<file path="src/rtl/ul4_drv_if.sv">
// Request, ul4 drive/sample and response signals for the ul4 sequencer.
// master is the sequencer side; slave is the requester/ul4/consumer side.
interface ul4_drv_if #(
    parameter int W = 4
);
    logic         req_valid;
    logic         req_ready;
    logic [W-1:0] req_a;
    logic [W-1:0] req_b;
    logic [1:0]   req_s;

    logic [W-1:0] ul_a;
    logic [W-1:0] ul_b;
    logic [1:0]   ul_s;
    logic [W-1:0] ul_out;

    logic         rsp_valid;
    logic         rsp_ready;
    logic [W-1:0] rsp_out;
    logic [1:0]   rsp_s;

    modport master (
        input  req_valid, req_a, req_b, req_s, ul_out, rsp_ready,
        output req_ready, ul_a, ul_b, ul_s, rsp_valid, rsp_out, rsp_s
    );

    modport slave (
        output req_valid, req_a, req_b, req_s, ul_out, rsp_ready,
        input  req_ready, ul_a, ul_b, ul_s, rsp_valid, rsp_out, rsp_s
    );
endinterface

</file>
<file path="src/rtl/ul4_drv.sv">
// Sequential initiator for the ul4 logic unit: queues requests, drives one
// operand set per operation, samples the unit output and returns it in order.
module ul4_drv #(
    parameter int W     = 4,
    parameter int DEPTH = 4,
    parameter int CW    = 8
) (
    input  logic          clk,
    input  logic          reset,
    ul4_drv_if.master     bus,
    output logic          busy,
    output logic [CW-1:0] op_count
);
    localparam int AW    = $clog2(DEPTH);
    localparam int CNT_W = AW + 1;
    localparam int EW    = 2 * W + 2;

    typedef enum logic [1:0] {IDLE, DRIVE, HOLD} state_t;

    state_t           state_q, state_d;
    logic [AW-1:0]    wr_ptr_q, rd_ptr_q;
    logic [CNT_W-1:0] count_q;
    logic [W-1:0]     ul_a_q, ul_b_q, rsp_out_q;
    logic [1:0]       ul_s_q, rsp_s_q;
    logic [CW-1:0]    op_count_q;
    logic [EW-1:0]    mem [DEPTH];
    logic [EW-1:0]    head;

    logic full, empty, push, pop, capture, done;

    assign full  = (count_q == CNT_W'(DEPTH));
    assign empty = (count_q == '0);
    assign push  = bus.req_valid && !full;
    assign head  = mem[rd_ptr_q];

    always_comb begin
        state_d = state_q;
        pop     = 1'b0;
        capture = 1'b0;
        done    = 1'b0;
        case (state_q)
            IDLE: begin
                if (!empty) begin
                    pop     = 1'b1;
                    state_d = DRIVE;
                end
            end
            DRIVE: begin
                capture = 1'b1;
                state_d = HOLD;
            end
            HOLD: begin
                if (bus.rsp_ready) begin
                    done    = 1'b1;
                    state_d = IDLE;
                end
            end
            default: state_d = IDLE;
        endcase
    end

    // Storage needs no reset: occupancy and pointers alone define validity.
    always_ff @(posedge clk) begin
        if (push) begin
            mem[wr_ptr_q] <= {bus.req_s, bus.req_b, bus.req_a};
        end
    end

    always_ff @(posedge clk or posedge reset) begin
        if (reset) begin
            state_q    <= IDLE;
            wr_ptr_q   <= '0;
            rd_ptr_q   <= '0;
            count_q    <= '0;
            ul_a_q     <= '0;
            ul_b_q     <= '0;
            ul_s_q     <= '0;
            rsp_out_q  <= '0;
            rsp_s_q    <= '0;
            op_count_q <= '0;
        end else begin
            state_q <= state_d;
            if (push) begin
                wr_ptr_q <= wr_ptr_q + AW'(1);
            end
            if (pop) begin
                rd_ptr_q <= rd_ptr_q + AW'(1);
                ul_a_q   <= head[W-1:0];
                ul_b_q   <= head[2*W-1:W];
                ul_s_q   <= head[EW-1:2*W];
            end
            if (push && !pop) begin
                count_q <= count_q + CNT_W'(1);
            end else if (pop && !push) begin
                count_q <= count_q - CNT_W'(1);
            end
            if (capture) begin
                rsp_out_q <= bus.ul_out;
                rsp_s_q   <= ul_s_q;
            end
            if (done) begin
                op_count_q <= op_count_q + CW'(1);
            end
        end
    end

    assign bus.req_ready = !full;
    assign bus.ul_a      = ul_a_q;
    assign bus.ul_b      = ul_b_q;
    assign bus.ul_s      = ul_s_q;
    assign bus.rsp_valid = (state_q == HOLD);
    assign bus.rsp_out   = rsp_out_q;
    assign bus.rsp_s     = rsp_s_q;
    assign busy          = (state_q != IDLE) || !empty;
    assign op_count      = op_count_q;
endmodule
</file>
<file path="src/flat_wrapper.sv">
// flat-port wrapper written by rule: the top's interface ports become plain ports
module ul4_drv_flat 
#(
    parameter int W     = 4,
    parameter int DEPTH = 4,
    parameter int CW    = 8
)
  (clk, reset, busy, op_count, bus_req_valid, bus_req_a, bus_req_b, bus_req_s, bus_ul_out, bus_rsp_ready, bus_req_ready, bus_ul_a, bus_ul_b, bus_ul_s, bus_rsp_valid, bus_rsp_out, bus_rsp_s);
  ul4_drv_if #(.W(W)) bus_i ();
  input  logic clk;
  input  logic reset;
  output logic busy;
  output logic [CW-1:0] op_count;
  input wire logic [$bits(bus_i.req_valid)-1:0] bus_req_valid;
  input wire logic [$bits(bus_i.req_a)-1:0] bus_req_a;
  input wire logic [$bits(bus_i.req_b)-1:0] bus_req_b;
  input wire logic [$bits(bus_i.req_s)-1:0] bus_req_s;
  input wire logic [$bits(bus_i.ul_out)-1:0] bus_ul_out;
  input wire logic [$bits(bus_i.rsp_ready)-1:0] bus_rsp_ready;
  output wire logic [$bits(bus_i.req_ready)-1:0] bus_req_ready;
  output wire logic [$bits(bus_i.ul_a)-1:0] bus_ul_a;
  output wire logic [$bits(bus_i.ul_b)-1:0] bus_ul_b;
  output wire logic [$bits(bus_i.ul_s)-1:0] bus_ul_s;
  output wire logic [$bits(bus_i.rsp_valid)-1:0] bus_rsp_valid;
  output wire logic [$bits(bus_i.rsp_out)-1:0] bus_rsp_out;
  output wire logic [$bits(bus_i.rsp_s)-1:0] bus_rsp_s;
  assign bus_i.req_valid = bus_req_valid;
  assign bus_i.req_a = bus_req_a;
  assign bus_i.req_b = bus_req_b;
  assign bus_i.req_s = bus_req_s;
  assign bus_i.ul_out = bus_ul_out;
  assign bus_i.rsp_ready = bus_rsp_ready;
  assign bus_req_ready = bus_i.req_ready;
  assign bus_ul_a = bus_i.ul_a;
  assign bus_ul_b = bus_i.ul_b;
  assign bus_ul_s = bus_i.ul_s;
  assign bus_rsp_valid = bus_i.rsp_valid;
  assign bus_rsp_out = bus_i.rsp_out;
  assign bus_rsp_s = bus_i.rsp_s;
  ul4_drv #(.W(W), .DEPTH(DEPTH), .CW(CW)) u_core (.clk(clk), .reset(reset), .bus(bus_i), .busy(busy), .op_count(op_count));
endmodule
</file>
<file path="config.mk">
export PLATFORM = sky130hd
export DESIGN_NAME = ul4_drv_flat
export DESIGN_NICKNAME = d
export VERILOG_FILES = /design/src/rtl/ul4_drv_if.sv /design/src/rtl/ul4_drv.sv /design/src/flat_wrapper.sv
export SDC_FILE = /design/constraint.sdc
export NUM_CORES = 1
export LEC_CHECK = 0
export BUFFER_PORTS_ARGS = -buffer_cell sky130_fd_sc_hd__buf_2
export CAP_MARGIN = 20
export CORE_UTILIZATION = 55
export DETAILED_ROUTE_END_ITERATION = 8
export MAX_ROUTING_LAYER = met4
export PLACE_DENSITY = 0.84
export SYNTH_ARGS = -nofsm -noshare
export SYNTH_HDL_FRONTEND = slang
export SYNTH_SLANG_ARGS = --single-unit
</file>
<file path="constraint.sdc">
create_clock -name clk -period 2.8 [get_ports clk]
set_input_delay 0.14 -clock clk [delete_from_list [all_inputs] [get_ports clk]]
set_output_delay 0.14 -clock clk [all_outputs]
set_load 0.05 [all_outputs]
</file>
==> results.txt, run 1 <==
* Post-layout nets: 244
- Non-Filler Cell Area, Final: 0.00346 mm^2
- For this run, design rule violations remaining after detail routing come to 0.
- Arrival time worst endpoint: 2.44 ns
* Horizontal extent of the die: 74.7 um
* Wire length of the first global-routing pass: 7310 um
* N_diodes: 0
- Synthesized flop and latch total: 73
- Once routing completed, OpenROAD measured the worst setup slack at 0.630 ns.
* I/O pin count: 45
* TritonCTS Buffers: 9
- Unrepaired setup endpoints after global routing: false
* Switching fraction of total power: 0.391
- Max Slew Vio Count: 0
- Transition at the pin with the smallest max-transition slack: 0.727 ns
- Yosys Warn Count: 0
- Clock-pin transition on the worst setup and hold timing paths: 0.08 ns
- Type of destination of the critical path: flip-flop
- Clk_skew: 0.00831 ns
- Setup CP Type: flip-flop to flip-flop
- STA classifies the critical path startpoint as a flip-flop.
- Entering global routing, the biggest net connects 34 pins.
- The flow ran to the end, and the final reports show no timing, DRC or antenna violations.
* Height of the die: 74.7 um
* Post-detailed-route wirelength per cell: 15.7 um
- Detailed-placement wirelength estimate: 3080 um
* Post-route core utilization: 0.678
* Top achievable clock speed: 461 MHz
- The floorplan step defined a die boundary enclosing 0.00557 mm^2.
- H-tree depth: 3
- TritonCTS clock tree: done
- Logic pwr share: 0.393
- The smallest clock period supported by the final layout is computed as 2.17 ns.
* Ratio of final minimum period to clock period: 0.775
* Area used by sequential logic in the layout: 0.00203 mm^2
- Compared with the post-synthesis result, the final layout area differs by 19.2%.
* Sequential group share of total power: 0.408
* Total of max-cap violations: 0
- Net count after synthesis: 186
- Synth cell types: 26
- Number of cells after detailed placement: 272
* Power Dens Cells: 1260 mW/mm^2
- The worst-case IR drop observed on VDD is 768 uV.
* Number of global-route vias before repair: 1549
- During placement, the flow inserted port buffers numbering 44.
- Footprint of the multi-input gates: 817 um^2
* Antenna Nets Post-Route: 0
- Number of antenna violations at the first check in global routing: 0
- Counting every sink on the clock net gives 73.
* Maximum root-to-sink buffer count: 2
* Largest driver fanout on the critical path: 13
- Of the total power, the clock network draws 0.199.
* Combined area of all synthesized cells: 0.00290 mm^2
- Core region area: 0.00511 mm^2
- Leak: 1.42 nW
- After detailed routing, the number of vias per cell comes to 5.12.
- The initial utilization of the core area, before any placement, comes to 0.569.
- Clock latency on the worst-skew pair: 0.34 ns
- After global routing the overflow that remains totals 0.
- Counting every instance in the synthesized netlist gives 161.
* Fraction of final layout cells sized beyond drive strength 1: 0.397
* Required time at the worst-slack endpoint: 3.07 ns
* Post-layout instance count excluding filler cells: 294
- At the placement stage, the worst setup path has a slack of 0.615 ns.
- Iteration-0 DRC count of the detailed router: 40
- The floorplan has 26 rows.
- Final weighted congestion in routability-driven placement: 0.744
* Net switching power figure: 1.70 mW
- Final setup vio count: 0
* Int Power: 2.65 mW
- Headroom to the max-slew limit: 0.516
- In the layout the commonest cells are 44 x buf_2, 40 x edfxtp_1, 33 x dfrtp_1.
* Final Routed Wirelength: 4620 um
- Overall Global Routing Usage: 0.197
- Per-instance average area after synthesis: 18.0 um^2
- In this run the post-CTS setup repair buffer count came out at 0.
- Detailed Routing Iterations Pass 1: 4
- The routed layout has 1505 vias.
- Sequential element share of the synthesized area: 0.698
- Number of failing hold endpoints at the final stage: 0
- Clock root buffer: clkbuf_8
- Cell area after placement: 0.00319 mm^2
* Count of fill cells added during filler insertion: 355
- Leaving out fill and tap cells, the most frequent cell in the layout is buf_2.
- Type of the worst min-delay path: input port to flip-flop
- Final-layout setup total negative slack: 0 ns
-- worst max-delay path: stages, from the launching register on --
cell and delay, ns:
dfrtp_1 0.43, or3_4 0.43, nand2_4 0.18, ha_1 0.21, inv_1 0.06, fa_1 0.37
xor2_1 0.15, nor2_1 0.12, xor2_1 0.14
-- repair_timing --
action                    4_1_cts  5_1_grt
gates resized for setup         0        0
hold endpoints to repair       48        4
hold buffers                    5        1
-- metrics by stage --
stage                     hold slack [ns]  power, mW
after floorplan                     0.239       3.14
after global placement              0.252       3.43
after detailed placement            0.259       3.51
after CTS                        0.000251       4.39
after global routing              0.00944       4.60
final                              0.0127       4.34
-- power by group through the flow --
stage / Combinational (mW) / Clock [mW] / Sequential [mW]
after CTS: 1.73 / 0.884 / 1.77
after floorplan: 0.932 / 0 / 2.21
after global placement: 1.67 / 0 / 1.77
after detailed placement: 1.72 / 0 / 1.79
final: 1.71 / 0.867 / 1.77
after global routing: 1.85 / 0.925 / 1.82
-- metal layers --
layer,GRT usage,up-vias,share of wire
li1,-,709,-
met1,0.231,740,0.44
met2,0.316,52,0.51
met3,0.0696,4,0.048
met4,0.0713,0,0.0050
met5,-,-,0
-- final cells by class --
cell class              count  area share
clock buffers              10      0.0369
clock inverters             6      0.0242
inverters                   8     0.00868
multi-input cells          76       0.236
flip-flops and latches     73       0.586
well taps                  70      0.0253
repair buffers             51      0.0832
-- Yosys cell counts (all sizes together) --
| library cell | instances | share of area |
|---|---|---|
| xor2 | 6 | 0.018 |
| edfxtp | 40 | 0.41 |
| fa | 1 | 0.0069 |
| inv | 8 | 0.010 |
| a21boi | 1 | 0.0039 |
| nor3 | 2 | 0.0034 |
| o21ai | 1 | 0.0017 |
| nor2 | 5 | 0.0065 |
| mux2 | 19 | 0.074 |
| xnor2 | 7 | 0.021 |
| nand3 | 2 | 0.0034 |
| nand2b | 3 | 0.0065 |
| clkbuf | 2 | 0.0026 |
| dfrtp | 33 | 0.28 |
| nand2 | 4 | 0.0078 |
| or3 | 1 | 0.0039 |
| nand4b | 1 | 0.0030 |
| mux4 | 10 | 0.080 |
| ha | 6 | 0.026 |
| nor4 | 1 | 0.0022 |
| buf | 2 | 0.0078 |
| and2 | 4 | 0.0086 |
| nand4 | 1 | 0.0022 |
| nand3b | 1 | 0.0026 |
-- worst paths after layout --
path / start / endpoint / slack (ns) / cells past startpoint
min: bus_req_s[1] / u_core.mem[3][9] / 0.01 / 1
max in group asynchronous: reset / u_core.rd_ptr_q[0] / 2.07 / 4
max reg2reg: u_core.count_q[2] / u_core.count_q[2] / 0.63 / 8
max: u_core.count_q[2] / u_core.count_q[2] / 0.63 / 8
min reg2reg: u_core.op_count[7] / u_core.op_count[7] / 0.47 / 1
min in group asynchronous: reset / u_core.bus.ul_a[1] / 0.43 / 4
-- registers in the layout, indices dropped and copies added, names as in the netlist --
register / flops
u_core.mem: 40
u_core.wr_ptr_q: 2
u_core.op_count: 8
u_core.bus.ul_b: 4
u_core.bus.rsp_s: 2
u_core.rd_ptr_q: 2
u_core.bus.ul_s: 2
u_core.count_q: 3
u_core.bus.ul_a: 4
u_core.state_q: 2
u_core.bus.rsp_out: 4
-- kinds of logic after synthesis --
family,share of synthesized area
flip-flops,0.698
AND/OR/NAND/NOR,0.0500
XOR/XNOR,0.0392
adder cells (fa/ha/maj),0.0327
multiplexers,0.154
AO/OA/AOI/OAI,0.00560
buffers and inverters,0.0207
Note: power is estimated with default switching activity, not from simulation.
==> inputs of run 2 (changes only) <==
clock period = 2.2 ns   (was 2.8 ns; I/O delays follow)
==> run 2 against run 1 <==
Against the previous run: sequential share of layout area is 2.3 points lower; clock-buffer cell count is 1 higher; non-clock buffer count grew 13; routed wire length is 3.6% higher; design area increased by 4.1%; clock skew rose by 0.0015 ns; maximum frequency increased by 5.8%; register-to-register slack worse by 0.48 ns; clock power is 42% higher.
==> results.txt, run 2 (synthesis results as in run 1) <==
* Cell family with the largest share of critical-path delay: simple AND/OR/NAND/NOR gates
* Final Routed Wirelength: 4790 um (+3.6%)
- STA classifies the critical path startpoint as a flip-flop.
- Result of the run: complete, no violations
* Number of global-route vias before repair: 1570 (+1.4%)
* N_diodes: 0 (unchanged)
- Capturing point of the worst reg2reg path: u_core.count_q[2]
- Walking the worst path, the cells encountered are or3_4, nand2_4, ha_1, inv_1, fa_1, xor2_1, nor2_1, xor2_1.
- The library cells used most frequently in the layout, excluding fill and tap cells, are 44 x buf_2, 40 x edfxtp_1, 32 x dfrtp_1.
- The remaining number of nets flagged by the antenna check after routing came to 0 (unchanged).
* Top achievable clock speed: 488 MHz (+5.8%)
- The final-report setup violation count is 0 (unchanged).
- Following the worst setup path forward leads to its endpoint at u_core.count_q[2].
- The ratio of cells with drive above 1 in the final layout came to 0.401 (+0.00352).
* Largest driver fanout on the critical path: 4 (-9)
* Core region area: 0.00511 mm^2 (unchanged)
- Pin count of the biggest net entering global routing: 34 (unchanged)
- Iteration-0 DRC count of the detailed router: 58 (+45%)
- Relative to the synthesized area, the layout overhead comes to 24.1%.
- Detailed-placement wirelength estimate: 3050 um (-1.0%)
* Max reg flops: 40 (unchanged)
* Number of buffer and inverter instances along the worst setup path: 1 (unchanged)
- The logic depth of the worst register-to-register path is 8 (unchanged).
- Routed via count divided by cell count: 5.18 (+1.2%)
- Reg with most FFs: u_core.mem
* TritonCTS Buffers: 9 (unchanged)
- Slowest cell on the critical path: dfrtp_1
- In this run the worst setup path begins at u_core.count_q[0].
- CTS sink cnt: 73 (unchanged)
* Detailed Routing Iterations Pass 1: 4 (unchanged)
* Clk_skew: 0.00978 ns (+0.00148 ns)
* Logic depth of the worst path, buffers included: 8 (unchanged)
- Overflow left after global routing: 0 (unchanged)
- The final weighted congestion in routability-driven placement came to 0.693 (-6.9%).
- The wire length of the first global-routing pass came to 7590 um (+3.9%).
- Via count: 1590 (+5.6%)
* Launch point of the worst hold path: bus_ul_out[2]
- Final-layout setup total negative slack: 0 ns (unchanged)
- Arrival time worst endpoint: 2.30 ns (-0.14 ns)
- The top-level port count came to 45 (unchanged).
- The minimum setup slack in the final design came to 0.149 ns (-0.480 ns).
- Post-detailed-route wirelength per cell: 15.6 um (-0.79%)
- The required time of the worst setup path was 2.45 ns (-0.62 ns).
- Clock period minus final worst setup slack: 2.05 ns (-0.120 ns)
* Post-layout nets: 257 (+5.3%)
- The number of buffers on the longest clock path was 2 (unchanged).
* Reg-to-reg setup timing slack: 0.15 ns (-0.48 ns)
* Max Slew Vio Count: 0 (unchanged)
- The chip width came to 74.7 um (unchanged).
* H-tree depth: 3 (unchanged)
- Clock root buffer: clkbuf_8
- Total of max-cap violations: 0 (unchanged)
- The clock network latency to the later pin of the worst-skew pair was 0.34 ns (about the same).
* Type of destination of the critical path: flip-flop
- # DRC: 0 (unchanged)
- The count of input and output buffers came to 44 (unchanged).
* Area of the die: 0.00557 mm^2 (unchanged)
- Most frequent standard cell in the layout excluding fill and tap cells: buf_2
- Leak: 1.50 nW (+5.2%)
* Overall Global Routing Usage: 0.205 (+0.00767)
- TritonCTS built the clock tree.
* Height of the die: 74.7 um (unchanged)
- Starting Density: 0.569 (unchanged)
- Type of the worst min-delay path: input port to flip-flop
* Unrepaired setup endpoints after global routing: false
- Largest stage delay, worst path: 0.43 ns (about the same)
- The number of endpoints with negative hold slack in the final report is 0 (unchanged).
* Headroom to the max-slew limit: 0.614 (+0.0986)
- The power per unit of standard cell area is 1590 mW/mm^2 (+27%).
- Worst IR drop on VDD: 845 uV (+10%)
- Setup CP Type: flip-flop to flip-flop
- Setup slack after placement: 0.156 ns (-0.460 ns)
- Clock-pin transition on the worst setup and hold timing paths: 0.07 ns (about the same)
- The worst register-to-register path begins at u_core.count_q[0].
- Tightest hold margin: 0.0255 ns (+0.0128 ns)
- CP most frequent cell: xor2_1
- Overall power after layout: 5.74 mW (+32%)
- The pin slew with the least headroom to its limit is 0.579 ns (-0.148 ns).
* Row Count: 26 (unchanged)
- Ratio of final minimum period to clock period: 0.932 (+0.157)
* Number of antenna violations at the first check in global routing: 0 (unchanged)
[run 2: changes by cell type in the layout (fill, tap and decap cells not counted)]
cell and delta:
dlygate4sd3_1 +8, buf_4 +5, clkinvlp_4 -2, bufinv_16 +1, clkbuf_1 +1, clkinv_1 -1, clkinv_4 +1, dfrtp_1 -1
dfrtp_2 +1
[run 2: metal layers]
metal / GRT usage / part of all wire / up-vias
met4: 0.0818 / 0.0079 / 0
met1: 0.239 / 0.43 / 788
li1: - / - / 733
met5: - / 0 / -
met2: 0.330 / 0.50 / 65
met3: 0.0669 / 0.061 / 4
[run 2: area by class of cell]
type | count | area, um^2
Multi-Input combinational cell | 76 | 817
Clock inverter | 5 | 104
Fill cell | 352 | 1500
Clock buffer | 11 | 131
Tap cell | 70 | 87.6
Sequential cell | 73 | 2030
Timing Repair Buffer | 64 | 405
Inverter | 8 | 30.0
[run 2: through the flow]
stage / utilization / std cells / cell area [um^2]
after floorplan: - / 161 / 2900
after global placement: 0.629 / 275 / 3210
after detailed placement: 0.629 / 275 / 3210
after CTS: 0.702 / 305 / 3590
after global routing: 0.706 / 307 / 3600
final: 0.706 / 307 / 3600
[run 2: what timing repair did]
action                                  4_1_cts  5_1_grt
gates resized for setup                       0        1
setup buffers                                 0        2
endpoints found under the hold margin        76        0
hold buffers                                 14        0
endpoints found under the setup margin        0        1
[run 2: worst min-delay path by stage]
stage                     slack (ns)               endpoint  cells past startpoint
final                           0.03  u_core.bus.rsp_out[2]                      2
after global placement          0.23  u_core.bus.rsp_out[3]                      3
after detailed placement        0.22  u_core.bus.rsp_out[3]                      3
after CTS                      0.006  u_core.bus.rsp_out[2]                      2
after floorplan                 0.21       u_core.mem[0][0]                      0
after global routing            0.01  u_core.bus.rsp_out[2]                      2
[run 2: power breakdown]
part	switching, mW	internal, mW
Sequential	0.283	1.91
Clock	0.471	0.754
Combinational	1.43	0.898
